File: src/rtl/aes_inv_mixcolumns_serial.sv
// Column-serial AES InvMixColumns engine.
// Accepts a 128-bit state, transforms one 32-bit column per clock over four
// clocks (or copies it unchanged in bypass mode), then presents the result
// until downstream takes it. A new state may be accepted on the same edge
// that the previous result is delivered.
module aes_inv_mixcolumns_serial (
   input  logic         clk,
   input  logic         rst,
   input  logic         in_valid,
   output logic         in_ready,
   input  logic [127:0] state_in,
   input  logic         in_bypass,
   output logic         out_valid,
   input  logic         out_ready,
   output logic [127:0] state_out,
   output logic         busy
);

   localparam int unsigned BYTE_W  = 8;
   localparam int unsigned COL_W   = 32;
   localparam int unsigned STATE_W = 128;
   localparam int unsigned CNT_W   = 2;

   typedef enum logic [1:0] {
      IDLE = 2'd0,
      RUN  = 2'd1,
      DONE = 2'd2
   } fsm_t;

   fsm_t               state;
   logic [CNT_W-1:0]   col_cnt;
   logic [STATE_W-1:0] in_buf;
   logic               bypass_q;
   logic [COL_W-1:0]   col_in;
   logic [COL_W-1:0]   col_res;

   // Multiply by x (0x02) modulo x^8 + x^4 + x^3 + x + 1.
   function automatic logic [BYTE_W-1:0] xtime(input logic [BYTE_W-1:0] b);
      xtime = {b[BYTE_W-2:0], 1'b0} ^ (b[BYTE_W-1] ? 8'h1B : 8'h00);
   endfunction

   // 0x09 = x8 ^ x
   function automatic logic [BYTE_W-1:0] mul09(input logic [BYTE_W-1:0] b);
      logic [BYTE_W-1:0] x2, x4, x8;
      x2    = xtime(b);
      x4    = xtime(x2);
      x8    = xtime(x4);
      mul09 = x8 ^ b;
   endfunction

   // 0x0B = x8 ^ x2 ^ x
   function automatic logic [BYTE_W-1:0] mul0b(input logic [BYTE_W-1:0] b);
      logic [BYTE_W-1:0] x2, x4, x8;
      x2    = xtime(b);
      x4    = xtime(x2);
      x8    = xtime(x4);
      mul0b = x8 ^ x2 ^ b;
   endfunction

   // 0x0D = x8 ^ x4 ^ x
   function automatic logic [BYTE_W-1:0] mul0d(input logic [BYTE_W-1:0] b);
      logic [BYTE_W-1:0] x2, x4, x8;
      x2    = xtime(b);
      x4    = xtime(x2);
      x8    = xtime(x4);
      mul0d = x8 ^ x4 ^ b;
   endfunction

   // 0x0E = x8 ^ x4 ^ x2
   function automatic logic [BYTE_W-1:0] mul0e(input logic [BYTE_W-1:0] b);
      logic [BYTE_W-1:0] x2, x4, x8;
      x2    = xtime(b);
      x4    = xtime(x2);
      x8    = xtime(x4);
      mul0e = x8 ^ x4 ^ x2;
   endfunction

   // One column through the inverse matrix; row 0 is the MSB byte.
   function automatic logic [COL_W-1:0] inv_mix_col(input logic [COL_W-1:0] c);
      logic [BYTE_W-1:0] a0, a1, a2, a3;
      logic [BYTE_W-1:0] r0, r1, r2, r3;
      a0 = c[31:24];
      a1 = c[23:16];
      a2 = c[15:8];
      a3 = c[7:0];
      r0 = mul0e(a0) ^ mul0b(a1) ^ mul0d(a2) ^ mul09(a3);
      r1 = mul0e(a1) ^ mul0b(a2) ^ mul0d(a3) ^ mul09(a0);
      r2 = mul0e(a2) ^ mul0b(a3) ^ mul0d(a0) ^ mul09(a1);
      r3 = mul0e(a3) ^ mul0b(a0) ^ mul0d(a1) ^ mul09(a2);
      inv_mix_col = {r0, r1, r2, r3};
   endfunction

   // Ready depends on state and out_ready only, never on in_valid.
   assign in_ready = !rst && ((state == IDLE) || ((state == DONE) && out_ready));

   // Select the column addressed by col_cnt from the input buffer.
   always_comb begin
      col_in = '0;
      case (col_cnt)
         2'd0:    col_in = in_buf[127:96];
         2'd1:    col_in = in_buf[95:64];
         2'd2:    col_in = in_buf[63:32];
         default: col_in = in_buf[31:0];
      endcase
   end

   // Transform or pass through the selected column.
   always_comb begin
      col_res = col_in;
      if (!bypass_q) begin
         col_res = inv_mix_col(col_in);
      end
   end

   // Control FSM, input buffer and registered outputs.
   always_ff @(posedge clk) begin
      if (rst) begin
         state     <= IDLE;
         col_cnt   <= '0;
         in_buf    <= '0;
         bypass_q  <= 1'b0;
         state_out <= '0;
         out_valid <= 1'b0;
         busy      <= 1'b0;
      end else begin
         case (state)
            IDLE: begin
               if (in_valid) begin
                  in_buf   <= state_in;
                  bypass_q <= in_bypass;
                  col_cnt  <= '0;
                  busy     <= 1'b1;
                  state    <= RUN;
               end
            end
            RUN: begin
               case (col_cnt)
                  2'd0:    state_out[127:96] <= col_res;
                  2'd1:    state_out[95:64]  <= col_res;
                  2'd2:    state_out[63:32]  <= col_res;
                  default: state_out[31:0]   <= col_res;
               endcase
               col_cnt <= col_cnt + CNT_W'(1);
               if (col_cnt == CNT_W'(3)) begin
                  out_valid <= 1'b1;
                  state     <= DONE;
               end
            end
            DONE: begin
               if (out_ready) begin
                  out_valid <= 1'b0;
                  if (in_valid) begin
                     // Deliver and accept on the same edge.
                     in_buf   <= state_in;
                     bypass_q <= in_bypass;
                     col_cnt  <= '0;
                     state    <= RUN;
                  end else begin
                     busy  <= 1'b0;
                     state <= IDLE;
                  end
               end
            end
            default: begin
               out_valid <= 1'b0;
               busy      <= 1'b0;
               state     <= IDLE;
            end
         endcase
      end
   end

endmodule

File: config.mk
export PLATFORM = sky130hd
export DESIGN_NAME = aes_inv_mixcolumns_serial
export DESIGN_NICKNAME = d
export VERILOG_FILES = /design/src/rtl/aes_inv_mixcolumns_serial.sv
export SDC_FILE = /design/constraint.sdc
export NUM_CORES = 1
export LEC_CHECK = 0
export ABC_AREA = 1
export ABC_CLOCK_PERIOD_IN_PS = 2400
export BUFFER_PORTS_ARGS = -buffer_cell sky130_fd_sc_hd__buf_2
export CORE_UTILIZATION = 40
export CTS_BUF_LIST = sky130_fd_sc_hd__clkbuf_4
export CTS_CLUSTER_DIAMETER = 120
export DETAILED_ROUTE_END_ITERATION = 12
export SYNTH_ARGS = -nofsm -noshare
export SYNTH_HDL_FRONTEND = slang
export SYNTH_SLANG_ARGS = --single-unit
File: constraint.sdc
create_clock -name clk -period 2.4 [get_ports clk]
set_input_delay 0.36 -clock clk [delete_from_list [all_inputs] [get_ports clk]]
set_output_delay 0.36 -clock clk [all_outputs]
set_load 0.1 [all_outputs]
# After elaboration in Yosys (flattened, before gate mapping)
# Cells that the tools add are included.
dict set report word_totals {
  regBits 263
  latchBits 0
  ramBits 0
  mem_bits_ro 0
  output_inout_bits 131
  elab_cells 124
  n_memories 0
}
dict set report op_classes {
  addsub 1
  multipliers 0
  div_mod_pow 0
  magnitude_cmp 0
  n_eq_ne 9
  n_shift 0
  muxes 35
  bitwise 51
  n_reduce_logical 18
}
# op count
set op_table {}
lappend op_table {{8-bit bitwise XOR} 37}
lappend op_table {{128-bit 2-to-1 mux} 2}
lappend op_table {{128-bit case mux with 2 select lines} 1}
lappend op_table {{32-bit case mux with 3 select lines} 1}
lappend op_table {{8-bit by 5-bit bitwise XOR with 8-bit output} 11}
lappend op_table {{5-bit 2-to-1 mux} 12}
lappend op_table {{32-bit 2-to-1 mux} 1}
lappend op_table {{2-bit case mux with 3 select lines} 2}
lappend op_table {{2-bit AND reduction} 6}
lappend op_table {{2-bit 2-to-1 mux} 5}
lappend op_table {{1-bit 2-to-1 mux} 8}
lappend op_table {{2-bit inequality test, second input constant} 4}
lappend op_table {{2-bit equality test, second input constant} 3}
lappend op_table {{1-bit case mux with 3 select lines} 2}
lappend op_table {{3-bit AND reduction} 2}
lappend op_table {{2-bit by 1-bit equality test with 1-bit output, second input constant} 2}
lappend op_table {{2-bit logical NOT} 2}
lappend op_table {{4-bit AND reduction} 1}
lappend op_table {{1-bit inverter} 3}
lappend op_table {{3-bit nonzero test} 1}
lappend op_table {{3-bit OR reduction} 1}
lappend op_table {{2-bit by 1-bit adder with 2-bit output, second input constant} 1}
lappend op_table {{1-bit logical AND} 2}
lappend op_table {{1-bit case mux with 2 select lines} 1}
lappend op_table {{other kinds (3)} 3}

# Longest topological paths before layout
# Gate-level depths: netlist (run 1).
dict set report depth {
  depth_word 14
  depth_mapped 25
}

# Worst setup path before layout (run 1)
# No wires, ideal clock.
dict set report synth_path {
  path_type {reg2reg}
  startpoint {register col_cnt[0]}
  endpoint {register state_out[1]}
  arrival_ps 2380
  setup_slack_ps -89
  stages_incl_launch_ff 18
  cell_sequence {dfxtp_1 > inv_1 > ha_1 > buf_4 > buf_6 > nand2_1 > nand2_1 > o21a_1 > buf_2 > nand2_1 > nand2_1 > xor2_1 > xor2_1 > or2_1 > nand3_1 > nand3_1 > nand2_1 > inv_1}
}
dict set report synth_via {
  elab_chain_cells 12
  word_cells_on_any_way 41
}
# element line
set synth_rtl {}
lappend synth_rtl {{from (decl)} 31} ;# logic [CNT_W-1:0] col_cnt;
lappend synth_rtl {{from (signal assigned)} 143} ;# col_cnt <= col_cnt + CNT_W'(1);
lappend synth_rtl {{2-bit equality test, or another cell as far along} {99, 137}}
lappend synth_rtl {{32-bit case mux with 3 select lines} 99} ;# case (col_cnt)
lappend synth_rtl {{8-bit by 5-bit bitwise XOR with 8-bit output} 39} ;# xtime = {b[BYTE_W-2:0], 1'b0} ^ (b[BYTE_W-1] ? 8'h1B : 8'h00);
lappend synth_rtl {{5-bit 2-to-1 mux or 8-bit by 5-bit bitwise XOR with 8-bit output (tied branches)} 39}
lappend synth_rtl {{8-bit by 5-bit bitwise XOR with 8-bit output or 5-bit 2-to-1 mux (tied branches)} 39}
lappend synth_rtl {{8-bit by 5-bit bitwise XOR with 8-bit output} 39}
lappend synth_rtl {{8-bit bitwise XOR (on tied branches) (2 in series)} {75, 57}}
lappend synth_rtl {{8-bit bitwise XOR (3 in series)} 89} ;# r3 = mul0e(a3) ^ mul0b(a0) ^ mul0d(a1) ^ mul09(a2);
lappend synth_rtl {{32-bit 2-to-1 mux} 110} ;# if (!bypass_q) begin
lappend synth_rtl {{to (signal assigned)} 141} ;# default: state_out[31:0] <= col_res;
lappend synth_rtl {{to (decl)} 15} ;# output logic [127:0] state_out,
# Several ways; a longest one is shown, not always the timed one.
# A chain may end at the register's enable or synchronous reset.

# Final worst setup path (run 1)
dict set report layout_path {
  startpoint {register col_cnt[1]}
  endpoint {register state_out[89]}
}
dict set report layout_via {
  elab_chain_cells 12
  word_cells_on_any_way 39
}
# element line
set layout_rtl {}
lappend layout_rtl {{2-bit equality test, or another cell as far along} 99}
lappend layout_rtl {{32-bit case mux with 3 select lines} 99}
lappend layout_rtl {{8-bit by 5-bit bitwise XOR with 8-bit output} 39}
lappend layout_rtl {{5-bit 2-to-1 mux or 8-bit by 5-bit bitwise XOR with 8-bit output (tied branches)} 39}
lappend layout_rtl {{8-bit by 5-bit bitwise XOR with 8-bit output or 5-bit 2-to-1 mux (tied branches)} 39}
lappend layout_rtl {{8-bit by 5-bit bitwise XOR with 8-bit output} 39}
lappend layout_rtl {{8-bit bitwise XOR (on tied branches) (2 in series)} {75, 57}}
lappend layout_rtl {{8-bit bitwise XOR (3 in series)} 86} ;# r0 = mul0e(a0) ^ mul0b(a1) ^ mul0d(a2) ^ mul09(a3);
lappend layout_rtl {{32-bit 2-to-1 mux} 110}
lappend layout_rtl {{to (signal assigned)} 139} ;# 2'd1: state_out[95:64] <= col_res;
# Several ways; a longest one is shown, not always the timed one.

==> results of run 1 <==
area by class of cell:
cell class | count | area, um^2 | share of cell area [%]
timing repair buffer | 706 | 5420 | 22.8
antenna | 4 | 10.0 | 0.0421
inverter | 243 | 935 | 3.93
tap | 518 | 648 | 2.72
clock inverter | 17 | 131 | 0.552
sequential | 263 | 5270 | 22.2
multi-input combinational | 1771 | 10600 | 44.4
clock buffer | 108 | 811 | 3.41
layer usage:
| metal | up-vias | part of all wire [%] | routed length (um) |
|---|---|---|---|
| met3 | 123 | 6.0 | 3810 |
| met5 | - | 0 | 0 |
| met2 | 687 | 49 | 30600 |
| met1 | 8477 | 42 | 26300 |
| met4 | 0 | 3.6 | 2250 |
| li1 | 8878 | - | - |
worst paths after layout:
path | start | slack, ps | cells after the start | end
setup reg to reg | col_cnt[1]$_SDFFE_PP0P_ | -390 | 19 | state_out[89]$_SDFFE_PP0P_
hold / removal | state_in[50] | 330 | 4 | in_buf[50]$_SDFFE_PP0P_
hold reg to reg | in_buf[48]$_SDFFE_PP0P_ | 450 | 2 | in_buf[48]$_SDFFE_PP0P_
setup / recovery | col_cnt[1]$_SDFFE_PP0P_ | -390 | 19 | state_out[89]$_SDFFE_PP0P_
repair_timing:
| action | 4_1_cts | 5_1_grt |
|---|---|---|
| pin swaps | 46 | 71 |
| endpoints found under the setup margin | 128 | 128 |
| hold endpoints to repair | 134 | 0 |
| buffers inserted | 22 | 30 |
| hold buffers | 134 | 0 |
| gates resized for setup | 230 | 188 |
| gates cloned | 0 | 1 |
worst register-to-register path: cells and delay by family, from the launching register on:
kind	cells	cell delay (ps)
compound gates	1	290
flops	1	400
buf+inv	5	570
xor+xnor	2	370
fa+ha+maj	1	180
simple gates	10	940
power by group through the flow:
stage / registers (mW) / logic (mW) / clock network [mW]
detailed placement: 4.93 / 8.30 / 0
CTS: 4.84 / 9.32 / 4.33
finish: 4.85 / 10.2 / 4.24
global route: 4.88 / 11.0 / 4.59
floorplan: 5.71 / 4.43 / 0
global placement: 4.93 / 8.23 / 0
cell usage in the layout (no fill, tap or decap), drive strengths merged, types with 19 or more instances in the layout:
cell,instances
o21ai,173
dfxtp,263
buf,571
clkbuf,109
a21oi,68
nand2,765
o21a,111
nor2,257
xnor2,19
nand3,244
xor2,87
inv,244
dlygate4sd3,134
kinds of logic after synthesis:
logic type,after synthesis
AND/OR/NAND/NOR,1281
AO/OA/AOI/OAI,379
buffers and inverters,348
flip-flops,263
XOR/XNOR,106
adder cells (fa/ha/maj),5
sequential cells by signal, indices dropped and copies added, names as in the netlist:
name	count
bypass_q	1
state_out	128
busy	1
state	2
out_valid	1
in_buf	128
col_cnt	2
metrics by stage:
| stage | setup TNS (ps) | total power [mW] | util (%) | cell area [um^2] | setup slack, ps |
|---|---|---|---|---|---|
| 6_report | -31990 | 19.3 | 61.6 | 23800 | -391 |
| 5_1_grt | -51650 | 20.4 | 61.6 | 23800 | -485 |
| 4_1_cts | -29700 | 18.5 | 58.9 | 22800 | -313 |
| 3_5_place_dp | -57890 | 13.2 | 50.1 | 19400 | -577 |
| 3_3_place_gp | -53810 | 13.2 | 50.1 | 19400 | -571 |
| 2_1_floorplan | -16.2 | 10.1 | - | 15700 | -7.63 |
==> flow_summary.yaml, run 1 <==
outcome:
  run_status: "complete, but fails checks"
  violations: "setup timing"
sta:
  max_freq_mhz: 358
  setup_viol: 128
  whs_ps: 332
  maxSlewViolCount: 0
  rsz0062_at_grt: "yes"
  hold_violations: 0
  period_minus_slack_ps: 2790
  setup_slack_ps: -391
  fin_worst_skew_ps: 79.4
  worst_pin_slew_ps: 750
  period_share_pct: 116
  maxSlewHeadroom_pct: 50.0
yosys:
  ys_types: 45
  async_reset_ff_share_pct: 0
  yosysWarnings: 0
  synth_top_family_by_area: "simple AND/OR/NAND/NOR gates"
  synth-compound-area-share_pct: 16.1
  yosys.area_share.simple_pct: 34.5
  yosys.cell_count.top_type: "nand2_1"
  netlist.area_leader.share_pct: 33.6
  synth_edf_count: 0
  synthTopCellsByArea: "dfxtp_1 34%, nand2_1 17%, nand3_1 7.4%"
  synth_ff_type: "dfxtp_1"
  syn_area_um2: 15700
  synth.net_count: 2520
  ys_ff_latch: 263
  ys_seq_area_share_pct: 33.6
  netlist.top_cell.by_area: "dfxtp_1"
  netlist_top_cells_count: "726 x nand2_1, 263 x dfxtp_1, 244 x nor2_1, 233 x inv_1, 233 x nand3_1"
  synth.mux.area_fraction_pct: 0
  syn_avg_cell_area_um2: 6.58
  synthAdderAreaFrac_pct: 0.399
  synth-xor-area-share_pct: 6.21
  syn_inst: 2382
die:
  core_um2: 38600
  io_pins: 264
  rows: 72
  dieHeight_um: 200
  start_util_pct: 40.5
  die-area_um2: 40000
  die_x_um: 200
placement:
  post-dp-hpwl_um: 45900
  gp_congestion: 0.972
  numPortBuffers: 263
  placedCellCount: 3314
power:
  seq_power_share_pct: 25.1
  p_leak_nw: 12.2
  p_int_mw: 10.7
  ir_drop_mv: 0.380
  power_frac_comb_pct: 52.9
  netSwitchingPower_mw: 8.58
  pwr-share-clk_pct: 22.0
  switching_share_pct: 44.5
  power.density_nw_per_um2: 810
global_route:
  met3_usage_pct: 6.17
  grt_pass1_wl_um: 95500
  met1_usage_pct: 38.5
  grt_antenna_before_repair: 2
  met2_usage_pct: 53.9
  grt_pass1_vias: 17508
  globalRoute.totalOverflow: 0
  top_usage_layer: "met2"
  grt_util_all_layers_pct: 31.4
  grt_max_degree: 100
routing:
  drt_iter0_markers: 1133
  vias_per_cell: 5.00
  wl_per_cell_um: 17.3
  first_pass_iters: 5
  routed_wirelength_um: 63000
  drc: 0
  detail-route-antenna-nets: 0
  vias: 18165
clock_tree:
  cts.path.max_buffers: 3
  h-tree-depth: 3
  clock_sinks: 263
  cts-root-buf: "clkbuf_4"
  numCtsBuffers: 73
  cts_tree: "built"
  worstSkewPairLatency_ps: 800
  clk_pin_slew_ps: 70
setup_path:
  arrival_ps: 3500
  slowest_stage: "dfxtp_4"
  worstSetupPathType: "reg2reg"
  max_stage_delay_ps: 400
  cp_top_family: "simple AND/OR/NAND/NOR gates"
  worstPathRequired_ps: 3110
  crit_top_cell: "nand2_2"
  worstSetupEndpointType: "register"
  cp_max_fo: 11
  crit_path_start_kind: "register"
  path_cells: "inv_4, ha_4, clkbuf_16, nand2_2, nand2_2, buf_4, o21ai_4, nand2_2, nand2_4, nand2_1, nand3_1, nand2_2, buf_4, xor2_2, xor2_2, nand2_2, nand3_1, nand2_1, inv_1"
  crit_buf_inv: 5
job:
  cap_viol_max_count: 0
layout:
  drive_gt1_share_pct: 35.7
  fin_nets: 3196
  syn2layout_area_growth_pct: 51.9
  layout.cells.non_filler: 3630
  fillers: 3519
hold_path:
  hp-class: "in2reg"
Power figures use the tool's default switching activity.
==> run 2: changes to the inputs <==
--- a/config.mk
+++ b/config.mk
@@ -8,7 +8,7 @@
 export ABC_AREA = 1
 export ABC_CLOCK_PERIOD_IN_PS = 2400
 export BUFFER_PORTS_ARGS = -buffer_cell sky130_fd_sc_hd__buf_2
-export CORE_UTILIZATION = 40
+export CORE_UTILIZATION = 30
 export CTS_BUF_LIST = sky130_fd_sc_hd__clkbuf_4
 export CTS_CLUSTER_DIAMETER = 120
 export DETAILED_ROUTE_END_ITERATION = 12
==> run 2 against run 1 <==
Compared with the run above:
- the run still ends with setup timing left
- sequential power about the same
- sequential share of layout area decreased by 0.86 points
- via count increased by 0.47%
- largest cell class unchanged
- critical path depth decreased by 1
- total power increased by 4.6%
- cell count increased by 4.9%
- global-route usage decreased by 7.6 points
- register-to-register slack got worse by 50 ps
- largest power group unchanged
- clock skew decreased by 4.1 ps
==> flow_summary.yaml, run 2 (synthesis results as in run 1) <==
job:
  cap_viol_max_count: 0
placement:
  post-dp-hpwl_um: 46100
  numPortBuffers: 263
  gp_congestion: 1.01
  place_ws_ps: -549
  placed_area_um2: 19600
  placedCellCount: 3482
clock_tree:
  numCtsBuffers: 75
  h-tree-depth: 3
  clock_sinks: 263
  cts.path.max_buffers: 3
  clk_pin_slew_ps: 60
  worstSkewPairLatency_ps: 840
  cts-root-buf: "clkbuf_4"
  cts_tree: "built"
layout:
  top_regs: "in_buf: 128 flops, state_out: 128 flops"
  fin_nets: 3210
  layout.cells.non_filler: 3807
  final_area_um2: 24800
  syn2layout_area_growth_pct: 58.0
  final_cell_mix: "535 x nand2_1, 262 x buf_2, 261 x dfxtp_1, 256 x buf_4, 231 x nor2_1"
  multi_input_comb_area_um2: 11000
  fillers: 4935
  final_common_cell: "nand2_1"
  drive_gt1_share_pct: 38.0
  utilization_pct: 48.2
  regArea_um2: 5270
power:
  power.density_nw_per_um2: 815
  power.total_mw: 20.2
  power_frac_comb_pct: 53.6
  ir_drop_mv: 0.383
  netSwitchingPower_mw: 8.96
  seq_power_share_pct: 24.1
  p_int_mw: 11.2
  pwr-share-clk_pct: 22.3
  switching_share_pct: 44.4
  p_leak_nw: 12.5
setup_path:
  arrival_ps: 3510
  crit_path_start_kind: "register"
  r2r-end: "state_out[71]$_SDFFE_PP0P_"
  worstSetupEndpointType: "register"
  cp_max_fo: 7
  worstSetupPathType: "reg2reg"
  r2r-start: "col_cnt[1]$_SDFFE_PP0P_"
  r2r_cells: 18
  ff2ff_setup_slack_ps: -450
  worstPathRequired_ps: 3070
sta:
  maxSlewHeadroom_pct: 65.4
  fin_worst_skew_ps: 75.2
  whs_ps: 287
  worst_pin_slew_ps: 523
  setup_slack_ps: -446
  hold_violations: 0
  final.setup.tns_ps: -43360
  rsz0062_at_grt: "yes"
  setup_viol: 128
  maxSlewViolCount: 0
  period_minus_slack_ps: 2850
  max_freq_mhz: 351
  period_share_pct: 119
die:
  die-area_um2: 53100
  start_util_pct: 30.5
  dieHeight_um: 231
  io_pins: 264
  rows: 83
  die_x_um: 231
  core_um2: 51400
routing:
  wl_per_cell_um: 17.1
  drt-met1-wl_um: 27000
  drt_iter0_markers: 1347
  drc: 0
  dr_wl_met2_um: 31100
  vias_per_cell: 4.79
  wl_met3_um: 4050
  first_pass_iters: 6
  detail-route-antenna-nets: 0
  routed_wirelength_um: 65100
  routed.top_layer: "met4"
  vias: 18250
global_route:
  grt_pass1_wl_um: 97800
  grt_pass1_vias: 17439
  grt_util_all_layers_pct: 23.8
  grt_antenna_before_repair: 2
  globalRoute.totalOverflow: 0
  grt_max_degree: 100
hold_path:
  hold_path_end: "in_buf[104]$_SDFFE_PP0P_"
  hp-class: "in2reg"
  hp-start: "state_in[104]"
  hold_depth: 4
outcome:
  violations: "setup timing"
  run_status: "complete, but fails checks"
-- run 2: changes by cell type in the layout (fill, tap and decap cells not counted), sizes merged --
cell and change:
clkinvlp +1, bufinv +2, clkinv +3, inv -2
clkbuf +1, buf +10
-- run 2: metal layers --
| metal | global-route usage (%) | vias to the layer above |
|---|---|---|
| li1 | - | 8951 |
| met1 | 29.6 | 8455 |
| met2 | 39.8 | 687 |
| met3 | 3.80 | 157 |
| met4 | 11.9 | 0 |
| met5 | 0 | - |
-- run 2: timing repair --
action                                  4_1_cts  5_1_grt
pin swaps                                    77      116
setup buffers                                19       36
hold buffers                                134        0
resized for setup                           250      277
endpoints found under the setup margin      128      129
hold endpoints to repair                    134        0
gates cloned                                  3        2
-- run 2: area by class of cell --
type | count | area share, %
multi-input combinational | 1771 | 44.5
timing repair buffer | 718 | 22.9
sequential | 263 | 21.3
inverter | 243 | 3.82
tap | 680 | 3.44
clock buffer | 107 | 3.24
clock inverter | 21 | 0.778
antenna | 4 | 0.0404
-- run 2: critical path: stages, from the launching register on --
cell,delay [ps]
dfxtp_4,370
inv_4,80
ha_4,200
buf_12,150
nand2_1,60
nand2_1,120
inv_1,100
nand2_1,80
nand2_2,100
nand2_1,130
nand2_4,90
buf_4,140
buf_4,120
xor2_1,150
xnor2_1,230
xnor2_1,140
o21ai_2,210
buf_12,140
a21oi_1,60
-- run 2: worst max path at each step --
stage                                  to                    start  slack, ps  cells past startpoint
3_5_place_dp   state_out[46]$_SDFFE_PP0P_  col_cnt[1]$_SDFFE_PP0P_       -550                     20
6_report       state_out[71]$_SDFFE_PP0P_  col_cnt[1]$_SDFFE_PP0P_       -450                     18
5_1_grt        state_out[71]$_SDFFE_PP0P_  col_cnt[0]$_SDFFE_PP0P_       -590                     18
2_1_floorplan   state_out[1]$_SDFFE_PP0P_  col_cnt[0]$_SDFFE_PP0P_         -8                     17
3_3_place_gp   state_out[53]$_SDFFE_PP0P_  col_cnt[0]$_SDFFE_PP0P_       -540                     22
4_1_cts        state_out[25]$_SDFFE_PP0P_  col_cnt[0]$_SDFFE_PP0P_       -330                     16
-- run 2: power groups by stage --
stage               sequential, mW  combinational (mW)  clock (mW)
floorplan                     5.71                4.43           0
CTS                           4.86                9.50        4.59
detailed placement            4.95                8.37           0
finish                        4.86                10.8        4.50
global placement              4.95                8.36           0
global route                  4.89                11.6        4.84
==> run 3: changes to the inputs <==
==> constraint.sdc (replaced) <==
create_clock -name clk -period 2.4 [get_ports clk]
set_input_delay 0.24 -clock clk [delete_from_list [all_inputs] [get_ports clk]]
set_output_delay 0.24 -clock clk [all_outputs]
set_load 0.1 [all_outputs]
==> run 3 against run 2 <==
Compared with the run above:
- the run still ends with setup timing left
- largest power group unchanged
- design area down 2.0%
- largest cell class unchanged
- sequential cell count unchanged
- non-clock buffer count up 5
- combinational power down 4%
==> flow_summary.yaml, run 3 (synthesis results as in run 1) <==
outcome:
  run_status: "complete, but fails checks"
  violations: "setup timing"
clock_tree:
  clk_pin_slew_ps: 60
  worstSkewPairLatency_ps: 850
  cts.path.max_buffers: 3
  cts_tree: "built"
  numCtsBuffers: 74
  h-tree-depth: 3
  cts-root-buf: "clkbuf_4"
  clock_sinks: 263
global_route:
  grt_antenna_before_repair: 2
  grt_util_all_layers_pct: 23.3
  globalRoute.totalOverflow: 0
  grt_pass1_vias: 17230
  grt_pass1_wl_um: 95900
  grt_max_degree: 100
die:
  rows: 83
  io_pins: 264
  core_um2: 51400
  die_x_um: 231
  die-area_um2: 53100
  start_util_pct: 30.5
  dieHeight_um: 231
sta:
  max_freq_mhz: 347
  setup_viol: 128
  worst_pin_slew_ps: 524
  hold_violations: 0
  rsz0062_at_grt: "yes"
  setup_slack_ps: -484
  maxSlewHeadroom_pct: 65.3
  maxSlewViolCount: 0
  period_share_pct: 120
  period_minus_slack_ps: 2880
  whs_ps: 164
  fin_worst_skew_ps: 86.5
hold_path:
  hp-class: "in2reg"
routing:
  vias_per_cell: 4.77
  first_pass_iters: 8
  vias: 18161
  wl_per_cell_um: 16.7
  drc: 0
  routed_wirelength_um: 63700
  detail-route-antenna-nets: 0
  drt_iter0_markers: 1282
layout:
  drive_gt1_share_pct: 35.5
  multi_input_comb_area_um2: 10600
  final_cell_mix: "564 x nand2_1, 263 x buf_2, 261 x dfxtp_1, 249 x buf_4, 227 x nor2_1"
  regArea_um2: 5270
  fin_nets: 3214
  syn2layout_area_growth_pct: 54.8
  final_common_cell: "nand2_1"
  fillers: 5077
  top_regs: "in_buf: 128 flops, state_out: 128 flops"
setup_path:
  arrival_ps: 3560
  ff2ff_setup_slack_ps: -480
  path_cells: "inv_4, ha_4, clkinvlp_4, buf_6, o21ai_4, nor2_2, nor2_2, buf_6, nand2_2, nand2_2, buf_6, xnor2_2, nand2_2, nand2_2, inv_1, nand3_1, nand2_1, nand2_2, nand3_2, nand2_1, inv_1"
  timing.critical_path.to: "state_out[11]$_SDFFE_PP0P_"
  cp_max_fo: 5
  r2r-end: "state_out[11]$_SDFFE_PP0P_"
  r2r-start: "col_cnt[0]$_SDFFE_PP0P_"
  cp-startpoint: "col_cnt[0]$_SDFFE_PP0P_"
  worstPathRequired_ps: 3080
  crit_top_cell: "nand2_2"
  crit_path_start_kind: "register"
  worstSetupEndpointType: "register"
  r2r_cells: 21
  max_stage_delay_ps: 380
  slowest_stage: "dfxtp_4"
  worstSetupPathType: "reg2reg"
placement:
  post-dp-hpwl_um: 45900
  gp_congestion: 1.01
  place_ws_ps: -615
  numPortBuffers: 263
power:
  ir_drop_mv: 0.359
  p_leak_nw: 12.3
  power.density_nw_per_um2: 795
job:
  cap_viol_max_count: 0
-- run 3: area by class of cell --
class,count,area share (%)
tap,680,3.51
sequential,263,21.7
clock buffer,102,3.16
clock inverter,21,0.521
multi-input combinational,1771,43.7
timing repair buffer,723,23.4
antenna,3,0.0310
inverter,243,3.90
-- run 3: worst min-delay path by stage --
| stage | start | to | slack [ps] | cells after the start |
|---|---|---|---|---|
| after detailed placement | in_buf[59]$_SDFFE_PP0P_ | in_buf[59]$_SDFFE_PP0P_ | 440 | 2 |
| after global routing | state_in[11] | in_buf[11]$_SDFFE_PP0P_ | 150 | 4 |
| final | state_in[70] | in_buf[70]$_SDFFE_PP0P_ | 160 | 4 |
| after CTS | state_in[98] | in_buf[98]$_SDFFE_PP0P_ | 110 | 4 |
| after global placement | in_buf[52]$_SDFFE_PP0P_ | in_buf[52]$_SDFFE_PP0P_ | 440 | 2 |
| after floorplan | rst | busy$_SDFFE_PP0P_ | 310 | 1 |
-- run 3: routing by layer --
layer / track usage, % / share of wire [%] / vias to the layer above
li1: - / - / 8936
met3: 4.00 / 6.4 / 162
met5: 0 / 0 / -
met4: 9.40 / 4.2 / 0
met1: 29.1 / 42 / 8381
met2: 39.4 / 47 / 682
-- run 3: repair_timing --
item                                   in CTS  in global routing
setup endpoints to repair                 128                128
endpoints found under the hold margin     138                  0
gates resized for setup                   118                303
setup buffers                               6                 28
pin swaps                                  16                109
cloned                                      1                  2
hold buffers                              155                  0
-- run 3: report_power, final --
part / internal, mW / switching, mW / leakage, nW
clock: 2.07 / 1.97 / 0.526
sequential: 4.67 / 0.185 / 2.16
combinational: 3.87 / 6.50 / 9.66
-- run 3: critical path, delay by kind of cell (launching register included) --
| kind | cells | cell delay (ps) |
|---|---|---|
| adders and majority gates | 1 | 230 |
| AOI/OAI and AO/OA | 1 | 170 |
| buffers and inverters | 7 | 860 |
| and+or+nand+nor | 11 | 950 |
| xor gates and xnor gates | 1 | 120 |
| DFF | 1 | 380 |
-- run 3: through the flow --
step                cells  setup TNS (ps)  util, %  power (mW)  instance area, um^2
finish               3806          -42670     47.2        19.3                24300
global route         3806          -62360     47.2        20.4                24300
CTS                  3775          -39950     44.3        18.0                22700
detailed placement   3490          -59870     38.4        13.4                19700
global placement     3490          -57680     38.4        13.3                19700
floorplan            2382           -16.2        -        10.1                15700
